### src/rtl/uart_rx_pkg.sv
// Shared types for the UART receive deserialiser: FSM state encoding, default
// oversampling ratios and the 3-sample majority voter.
package uart_rx_pkg;

    typedef enum logic [2:0] {
        ST_IDLE,
        ST_START,
        ST_DATA,
        ST_PARITY,
        ST_STOP,
        ST_BRK_WAIT
    } rx_state_e;

    localparam int OSR_A_DEF = 16;
    localparam int OSR_B_DEF = 13;

    function automatic logic maj3(input logic a, input logic b, input logic c);
        return (a & b) | (a & c) | (b & c);
    endfunction

endpackage

### src/rtl/uart_rx_deser_if.sv
// Link between the receive FSM and the line sampler: run/ratio control in,
// synchronised line plus per-bit vote and timing strobes out.
interface uart_rx_deser_if;

    logic run;
    logic osr_sel;
    logic line;
    logic bit_val;
    logic bit_done;
    logic bit_end;

    modport master (
        output run,
        output osr_sel,
        input  line,
        input  bit_val,
        input  bit_done,
        input  bit_end
    );

    modport slave (
        input  run,
        input  osr_sel,
        output line,
        output bit_val,
        output bit_done,
        output bit_end
    );

endinterface

### src/rtl/uart_rx_sampler.sv
// RX line synchroniser, per-bit oversampling counter and majority voter.
// Vote is combinational off two stored samples plus the live line; no backpressure.
module uart_rx_sampler
    import uart_rx_pkg::*;
#(
    parameter int OSR_A       = OSR_A_DEF,
    parameter int OSR_B       = OSR_B_DEF,
    parameter int SYNC_STAGES = 2
) (
    input  logic         bclk_in,
    input  logic         rstn_in,
    input  logic         serial_in,
    uart_rx_deser_if.slave lnk
);

    localparam int OSR_MAX = (OSR_A > OSR_B) ? OSR_A : OSR_B;
    localparam int CNT_W   = $clog2(OSR_MAX);

    localparam logic [CNT_W-1:0] LAST_A = CNT_W'(OSR_A - 1);
    localparam logic [CNT_W-1:0] LAST_B = CNT_W'(OSR_B - 1);
    localparam logic [CNT_W-1:0] MID_A  = CNT_W'((OSR_A - 1) / 2);
    localparam logic [CNT_W-1:0] MID_B  = CNT_W'((OSR_B - 1) / 2);
    localparam logic [CNT_W-1:0] LO_A   = CNT_W'((OSR_A - 1) / 2 - 1);
    localparam logic [CNT_W-1:0] LO_B   = CNT_W'((OSR_B - 1) / 2 - 1);
    localparam logic [CNT_W-1:0] HI_A   = CNT_W'((OSR_A - 1) / 2 + 1);
    localparam logic [CNT_W-1:0] HI_B   = CNT_W'((OSR_B - 1) / 2 + 1);

    logic [SYNC_STAGES-1:0] sync_q;
    logic [CNT_W-1:0]       cnt_q;
    logic                   smp_lo_q;
    logic                   smp_mid_q;

    logic [CNT_W-1:0]       last_w;
    logic [CNT_W-1:0]       lo_w;
    logic [CNT_W-1:0]       mid_w;
    logic [CNT_W-1:0]       hi_w;

    assign last_w = lnk.osr_sel ? LAST_B : LAST_A;
    assign lo_w   = lnk.osr_sel ? LO_B   : LO_A;
    assign mid_w  = lnk.osr_sel ? MID_B  : MID_A;
    assign hi_w   = lnk.osr_sel ? HI_B   : HI_A;

    // Counter is held at zero while idle so the start edge always begins at cnt=0.
    always_ff @(posedge bclk_in or negedge rstn_in) begin
        if (!rstn_in) begin
            sync_q    <= '1;
            cnt_q     <= '0;
            smp_lo_q  <= 1'b1;
            smp_mid_q <= 1'b1;
        end else begin
            sync_q <= {sync_q[SYNC_STAGES-2:0], serial_in};
            if (!lnk.run || cnt_q == last_w) begin
                cnt_q <= '0;
            end else begin
                cnt_q <= cnt_q + 1'b1;
            end
            if (cnt_q == lo_w) begin
                smp_lo_q <= lnk.line;
            end
            if (cnt_q == mid_w) begin
                smp_mid_q <= lnk.line;
            end
        end
    end

    assign lnk.line     = sync_q[SYNC_STAGES-1];
    assign lnk.bit_done = lnk.run && (cnt_q == hi_w);
    assign lnk.bit_end  = lnk.run && (cnt_q == last_w);
    assign lnk.bit_val  = maj3(smp_lo_q, smp_mid_q, lnk.line);

endmodule

### src/rtl/uart_rx_deser.sv
// UART receive deserialiser: frame FSM, LSB-first shifter, parity/framing/break flags.
// One-cycle valid_out strobe at the first stop bit's vote; no backpressure, frames are never held.
module uart_rx_deser
    import uart_rx_pkg::*;
#(
    parameter int DATA_W      = 8,
    parameter int OSR_A       = OSR_A_DEF,
    parameter int OSR_B       = OSR_B_DEF,
    parameter int SYNC_STAGES = 2
) (
    input  logic                         bclk_in,
    input  logic                         rstn_in,
    input  logic                         enable_in,
    input  logic                         serial_in,
    input  logic [$clog2(DATA_W+1)-1:0]  len_in,
    input  logic                         osm_sel_in,
    input  logic                         pen_in,
    input  logic                         eps_in,
    input  logic                         sp_in,
    output logic [DATA_W-1:0]            data_out,
    output logic                         valid_out,
    output logic                         pe_out,
    output logic                         fe_out,
    output logic                         bi_out,
    output logic                         busy_out
);

    localparam int LEN_W = $clog2(DATA_W + 1);

    uart_rx_deser_if lnk ();

    rx_state_e         state_q;
    logic [LEN_W-1:0]  len_q;
    logic [LEN_W-1:0]  idx_q;
    logic              osr_sel_q;
    logic              pen_q;
    logic              eps_q;
    logic              sp_q;
    logic [DATA_W-1:0] shreg_q;
    logic [DATA_W-1:0] data_q;
    logic              zero_q;
    logic              par_err_q;
    logic              valid_q;
    logic              pe_q;
    logic              fe_q;
    logic              bi_q;
    logic              busy_q;

    logic              len_ok;
    logic              last_bit;
    logic              exp_par;
    logic              brk;

    uart_rx_sampler #(
        .OSR_A       (OSR_A),
        .OSR_B       (OSR_B),
        .SYNC_STAGES (SYNC_STAGES)
    ) u_sampler (
        .bclk_in   (bclk_in),
        .rstn_in   (rstn_in),
        .serial_in (serial_in),
        .lnk       (lnk)
    );

    assign lnk.run     = (state_q != ST_IDLE) && (state_q != ST_BRK_WAIT);
    assign lnk.osr_sel = osr_sel_q;

    assign len_ok   = (len_in >= LEN_W'(5)) && (len_in <= LEN_W'(DATA_W));
    assign last_bit = (idx_q == len_q - 1'b1);
    // Unreceived MSBs of the shifter stay 0, so the full-width XOR is the data XOR.
    assign exp_par  = sp_q ? ~eps_q : ((^shreg_q) ^ ~eps_q);
    assign brk      = zero_q & ~lnk.bit_val;

    always_ff @(posedge bclk_in or negedge rstn_in) begin
        if (!rstn_in) begin
            state_q   <= ST_IDLE;
            len_q     <= '0;
            idx_q     <= '0;
            osr_sel_q <= 1'b0;
            pen_q     <= 1'b0;
            eps_q     <= 1'b0;
            sp_q      <= 1'b0;
            shreg_q   <= '0;
            data_q    <= '0;
            zero_q    <= 1'b1;
            par_err_q <= 1'b0;
            valid_q   <= 1'b0;
            pe_q      <= 1'b0;
            fe_q      <= 1'b0;
            bi_q      <= 1'b0;
            busy_q    <= 1'b0;
        end else begin
            valid_q <= 1'b0;
            if (!enable_in) begin
                state_q <= ST_IDLE;
                busy_q  <= 1'b0;
            end else begin
                case (state_q)
                    ST_IDLE: begin
                        if (len_ok && !lnk.line) begin
                            state_q   <= ST_START;
                            busy_q    <= 1'b1;
                            len_q     <= len_in;
                            osr_sel_q <= osm_sel_in;
                            pen_q     <= pen_in;
                            eps_q     <= eps_in;
                            sp_q      <= sp_in;
                            idx_q     <= '0;
                            shreg_q   <= '0;
                            zero_q    <= 1'b1;
                            par_err_q <= 1'b0;
                        end
                    end
                    ST_START: begin
                        if (lnk.bit_done && lnk.bit_val) begin
                            state_q <= ST_IDLE;
                            busy_q  <= 1'b0;
                        end else if (lnk.bit_end) begin
                            state_q <= ST_DATA;
                        end
                    end
                    ST_DATA: begin
                        if (lnk.bit_done) begin
                            shreg_q <= shreg_q | (DATA_W'(lnk.bit_val) << idx_q);
                            if (lnk.bit_val) begin
                                zero_q <= 1'b0;
                            end
                        end
                        if (lnk.bit_end) begin
                            if (last_bit) begin
                                state_q <= pen_q ? ST_PARITY : ST_STOP;
                            end else begin
                                idx_q <= idx_q + 1'b1;
                            end
                        end
                    end
                    ST_PARITY: begin
                        if (lnk.bit_done) begin
                            par_err_q <= (lnk.bit_val != exp_par);
                            if (lnk.bit_val) begin
                                zero_q <= 1'b0;
                            end
                        end
                        if (lnk.bit_end) begin
                            state_q <= ST_STOP;
                        end
                    end
                    ST_STOP: begin
                        // Decide on the first stop bit's vote and leave immediately so
                        // a following start bit is caught without losing sync.
                        if (lnk.bit_done) begin
                            valid_q <= 1'b1;
                            pe_q    <= par_err_q;
                            fe_q    <= ~lnk.bit_val;
                            bi_q    <= brk;
                            data_q  <= brk ? '0 : shreg_q;
                            state_q <= brk ? ST_BRK_WAIT : ST_IDLE;
                            busy_q  <= brk;
                        end
                    end
                    ST_BRK_WAIT: begin
                        if (lnk.line) begin
                            state_q <= ST_IDLE;
                            busy_q  <= 1'b0;
                        end
                    end
                    default: begin
                        state_q <= ST_IDLE;
                        busy_q  <= 1'b0;
                    end
                endcase
            end
        end
    end

    assign data_out  = data_q;
    assign valid_out = valid_q;
    assign pe_out    = pe_q;
    assign fe_out    = fe_q;
    assign bi_out    = bi_q;
    assign busy_out  = busy_q;

endmodule

### config.mk
export PLATFORM = sky130hd
export DESIGN_NAME = uart_rx_deser
export DESIGN_NICKNAME = d
export VERILOG_FILES = /design/src/rtl/uart_rx_pkg.sv /design/src/rtl/uart_rx_deser_if.sv /design/src/rtl/uart_rx_sampler.sv /design/src/rtl/uart_rx_deser.sv
export SDC_FILE = /design/constraint.sdc
export NUM_CORES = 1
export LEC_CHECK = 0
export CORE_MARGIN = 5
export CORE_UTILIZATION = 45
export CTS_BUF_LIST = sky130_fd_sc_hd__clkbuf_8
export DETAILED_ROUTE_END_ITERATION = 7
export PLACE_DENSITY = 0.79
export SLEW_MARGIN = 20
export SYNTH_ARGS = -nofsm -noshare
export SYNTH_HDL_FRONTEND = slang
export SYNTH_HIERARCHICAL = 1
export SYNTH_SLANG_ARGS = --single-unit
### constraint.sdc
create_clock -name bclk_in -period 2.5 [get_ports bclk_in]
set_input_delay 0.5 -clock bclk_in [delete_from_list [all_inputs] [get_ports bclk_in]]
set_output_delay 0.5 -clock bclk_in [all_outputs]
set_load 0.01 [all_outputs]
# ---- Yosys cells after proc, flatten, opt, wreduce, memory -nomap -nowiden
# Index checks and enable logic that the tools add are counted.
dict set report classes {
  n_addsub 3
  n_lt_le_gt_ge 2
  eq_ne 28
  shifts 1
  n_mux 41
  bitwise 10
  reduce_logical 24
}
# cell count
set op_table {}
lappend op_table {{two-way mux 3 bit} 11}
lappend op_table {{two-way mux 8 bit} 3}
lappend op_table {{inequality test 3 bit (second input constant)} 7}
lappend op_table {{equality test 4 bit} 5}
lappend op_table {{two-way mux 4 bit} 5}
lappend op_table {{case mux 3 bit (6 select lines)} 1}
lappend op_table {{case mux 8 bit (2 select lines)} 1}
lappend op_table {{AND reduction 5 bit} 3}
lappend op_table {{two-way mux 1 bit} 14}
lappend op_table {{inequality test 2 bit (second input constant)} 6}
lappend op_table {{adder 4 x 1 -> 4 bit (second input constant)} 2}
lappend op_table {{bitwise OR 8 bit} 1}
lappend op_table {{case mux 4 bit (2 select lines)} 1}
lappend op_table {{AND reduction 4 bit} 2}
lappend op_table {{XOR reduction 8 bit} 1}
lappend op_table {{left shift 1 x 4 -> 8 bit} 1}
lappend op_table {{AND reduction 7 bit} 1}
lappend op_table {{equality test 3 x 2 -> 1 bit (second input constant)} 2}
lappend op_table {{equality test 3 bit (second input constant)} 2}
lappend op_table {{logical AND 1 bit} 6}
lappend op_table {{AND reduction 3 bit} 2}
lappend op_table {{nonzero test 2 bit} 3}
lappend op_table {{case mux 1 bit (5 select lines)} 1}
lappend op_table {{AND 1 bit} 4}
lappend op_table {{other kinds (18)} 24}
dict set report word_totals {
  ff_bits 46
  in_bits 12
  output_inout_bits 13
  wordCells 129
}

# ---- Logic depth before layout (Yosys ltp)
dict set report depth {
  depth_word 9
  mapped_depth 9
  ltp_nobuf 8
}

# ---- Modules after synthesis
# The synthesis kept the hierarchy.
# module instances cells_each area_each_um2 seq_area_each_um2
set by_module_without_submodules {}
lappend by_module_without_submodules {uart_rx_deser 1 207 2050.7 952.2}
lappend by_module_without_submodules {uart_rx_sampler 1 45 450.4 205.2}

# ---- Worst setup path after synthesis
# No wires, ideal clock.
dict set report synth_path {
  kind {register to register}
  startpoint {register state_q[2]}
  endpoint {register state_q[1]}
  setup_ps 124
  t_arrival_ps 2338
  required_time_ps 2376
  path_slack_ps 38
  stages_incl_launch_ff 9
  path_buffers 1
  synth_period_minus_slack_ps 2462
  path_cell_list {dfrtp_1 -> clkbuf_1 -> nor2_1 -> o21ai_0 -> a21boi_0 -> a21boi_0 -> o21ai_0 -> o21ai_1 -> a211o_1}
}
dict set report synth_between {
  elab_chain_len 7
  elab_cells_between_ends 23
}
# element line_no
set synth_lines {}
lappend synth_lines {{from (decl)} uart_rx_deser.sv:32} ;# rx_state_e state_q;
lappend synth_lines {{from (signal assigned)} uart_rx_deser.sv:131} ;# state_q <= pen_q ? ST_PARITY : ST_STOP;
lappend synth_lines {{from (signal assigned)} uart_rx_deser.sv:157} ;# state_q <= brk ? ST_BRK_WAIT : ST_IDLE;
lappend synth_lines {{inequality test 3 bit or nonzero test 3 bit (tied branches)} uart_rx_deser.sv:65} ;# assign lnk.run = (state_q != ST_IDLE) && (state_q != ST_BRK_WAIT);
lappend synth_lines {{logical AND 1 bit *} uart_rx_deser.sv:65}
lappend synth_lines {{named net lnk.run} uart_rx_deser_if.sv:5} ;# logic run;
lappend synth_lines {{logical AND 1 bit *} uart_rx_sampler.sv:67} ;# assign lnk.bit_done = lnk.run && (cnt_q == hi_w);
lappend synth_lines {{named net lnk.bit_done} uart_rx_deser_if.sv:9} ;# logic bit_done;
lappend synth_lines {{logical AND 1 bit} uart_rx_deser.sv:115} ;# if (lnk.bit_done && lnk.bit_val) begin
lappend synth_lines {{two-way mux 3 bit} uart_rx_deser.sv:115}
lappend synth_lines {{case mux 3 bit (6 select lines)} uart_rx_deser.sv:98} ;# case (state_q)
lappend synth_lines {{two-way mux 3 bit} uart_rx_deser.sv:94} ;# if (!enable_in) begin
# Mark *: on every way through the listed nets, which the timed path passes. The rest lies on a longest branch.
# A chain may end at the register's enable or synchronous reset.

# ---- Worst setup path after layout
dict set report layout_path {
  startpoint {register state_q[0]}
  endpoint {register state_q[1]}
}
# The elaborated chain is that of the path after synthesis.

==> flow_metrics.tcl <==
set metrics [dict create \
    worstMarginPinSlew_ns 0.585 \
    worstReg2RegEnd "state_q[1]$_DFFE_PN0P_" \
    dr.pass1.iters 4 \
    wirelength_um 5130 \
    cts_setup_buffers 0 \
    synth_edf_count 0 \
    cts.sinks 46 \
    num_io_pins 25 \
    grt.overflow.total 0 \
    whs_ns 0.195 \
    drtIter0Drc 112 \
    htreeDepth 2 \
    setup.worst_path.class "reg -> reg" \
    drcViolationCount 0 \
    rrSetupSlack_ns 0.32 \
    drv_slew 0 \
    drive_gt1_frac 0.171 \
    netlist_area_sq_um 2500 \
    timing.rr.start "state_q[0]$_DFFE_PN0P_" \
    status "completed" \
    cts-root-buf "clkbuf_8" \
    fin_crit_ns 2.18 \
    grt_pass1_wl_um 8890 \
    via_per_inst 5.37 \
    arrival_ns 2.37 \
    place.port_buffers 24 \
    area.growth.synth_to_final_pct 17.6 \
    track_usage 0.152 \
    fin_skew_ns 0.00535 \
    dr_wl_met3_um 212 \
    r2r_cells 7 \
    irDropWorstVdd_mv 0.362 \
    cts_hold_buf 0 \
    initial_core_util 0.460 \
    setup_viol 0 \
    worstSetupEndpointType "flop" \
    cts.path.max_buffers 2 \
    synth.avg_cell_area_sq_um 9.93 \
    postRouteAntennaNets 0 \
    max-slew-margin-rel 0.610 \
    drv_cap 0 \
    hp-class "in -> async" \
    cp-start-kind "flop" \
    power_density_nw_per_um2 723 \
    yosysMostFrequentCell "dfrtp_1" \
    clk-insertion-delay-late_ns 0.29 \
    yosysWarnings 6 \
    ys.flop_type "dfrtp_1" \
    synth_top_cell_by_area "dfrtp_1" \
    synth_top_area_frac 0.410 \
    ys_types 51 \
    clkTransAtPathRegs_ns 0.08 \
    synthTopCellsByCount "dfrtp_1, nand2_1, o21ai_0" \
    die_x_um 84.6 \
    cp_max_fo 4 \
    topRoutingLayerUsed "met4" \
    cts_buffers 5 \
    max_freq_ghz 0.458 \
    antenna_found_initial 0 \
    die_area_sq_um 7150 \
    dp_hpwl_um 3830 \
    core_area_sq_um 5440 \
    min_period_over_period 0.873 \
    worstPathRequired_ns 2.69 \
    synth_area_leaders "dfrtp_1, nand2_1, dfstp_2" \
    fin_setup_tns_ns 0 \
    die_h_um 84.6 \
    gp_congestion 0.915 \
    via_count 1895 \
    post_cts_resized 0 \
    antenna_cells 0 \
    rsz0062_at_grt "false" \
    synth_seq_area_share 0.463 \
    row_count 27 \
    synth.net_count 267 \
    nNetsFinal 296 \
    wl_per_cell_um 14.5 \
    grt_max_degree 25 \
    ys_ff_latch 46 \
    p_leak_nw 1.33 \
    async_reset_ff_frac 1.00 \
    grt_pass1_vias 1858 \
    hold_viol 0 \
    wl_met2_um 2490 \
    met1_length_um 2360 \
    syn_inst 252 \
    cts_tree "built" \
]
[where the power goes]
group	internal [W]	switching [W]
Clock	0.000188	0.000243
Combinational	0.000388	0.000339
Sequential	0.000863	0.000105
Total	0.00144	0.000687
[worst max-delay path: stages, from the launching register on]
cell and delay [ns]:
dfrtp_1 0.41, and2_1 0.19, o21ai_0 0.22, a21boi_0 0.37, a21boi_0 0.17, o21ai_0 0.26
o21ai_1 0.14, a211o_1 0.30
[cell type report]
cell class | instances | area [sq um]
Multi-Input combinational cell | 182 | 1230
Fill cell | 476 | 2500
Timing Repair Buffer | 38 | 353
Sequential cell | 46 | 1160
Tap cell | 72 | 90.1
Clock inverter | 2 | 10.0
Clock buffer | 5 | 68.8
Inverter | 8 | 30.0
[kinds of logic after synthesis]
family	synth area share
AND/OR/NAND/NOR	0.210
AO/OA/AOI/OAI	0.119
adder cells (fa/ha/maj)	0.0190
buffers and inverters	0.0450
flip-flops	0.463
multiplexers	0.0825
XOR/XNOR	0.0620
[layout by cell type (no fill, tap or decap), types with 4 or more instances in the layout]
cell and count:
a21oi_1 5, mux2_2 5, xor2_1 4, mux2_4 8, nor2b_1 5, clkbuf_8 5
a32o_1 4, nor3_1 7, nand2b_1 6, nand2_1 39, xnor2_1 11, dfstp_2 5
and3_1 4, buf_4 13, dfrtp_1 41, nor2_1 14, o21ai_0 17, clkdlybuf4s50_1 23
inv_1 8, nand4_1 7
[worst max-delay path by stage]
stage	cells after the start	startpoint	slack (ns)	endpoint
2_1_floorplan	8	state_q[2]$_DFFE_PN0P_	0.04	state_q[1]$_DFFE_PN0P_
3_5_place_dp	6	len_in[2]	0.1	lnk.osr_sel$_DFFE_PN0P_
5_1_grt	9	state_q[0]$_DFFE_PN0P_	0.12	shreg_q[7]$_DFFE_PN0P_
4_1_cts	7	state_q[0]$_DFFE_PN0P_	0.35	state_q[1]$_DFFE_PN0P_
3_3_place_gp	6	len_in[2]	0.15	len_q[2]$_DFFE_PN0P_
6_report	7	state_q[0]$_DFFE_PN0P_	0.32	state_q[1]$_DFFE_PN0P_
[sequential cells by signal, summed over array words and instances, names as in the netlist, 2 cells and up]
register / flops
u_sampler/sync_q: 2
state_q: 3
len_q: 4
u_sampler/cnt_q: 4
data_out: 8
shreg_q: 8
idx_q: 4
[per-stage QoR]
| step | instance area (sq um) | util | power, W | worst slack [ns] | cells |
|---|---|---|---|---|---|
| floorplan | 2500 | - | 0.00151 | 0.0385 | 252 |
| global placement | 2860 | 0.526 | 0.00169 | 0.146 | 346 |
| detailed placement | 2860 | 0.526 | 0.00172 | 0.0955 | 346 |
| CTS | 2940 | 0.541 | 0.00215 | 0.349 | 353 |
| global route | 2940 | 0.541 | 0.00228 | 0.118 | 353 |
| finish | 2940 | 0.541 | 0.00213 | 0.317 | 353 |
[routing by layer]
metal	global-route usage	vias up
met5	0	-
met4	0.0604	0
met3	0.0314	8
met2	0.243	37
met1	0.201	922
li1	-	928
Power figures use the tool's default switching activity.
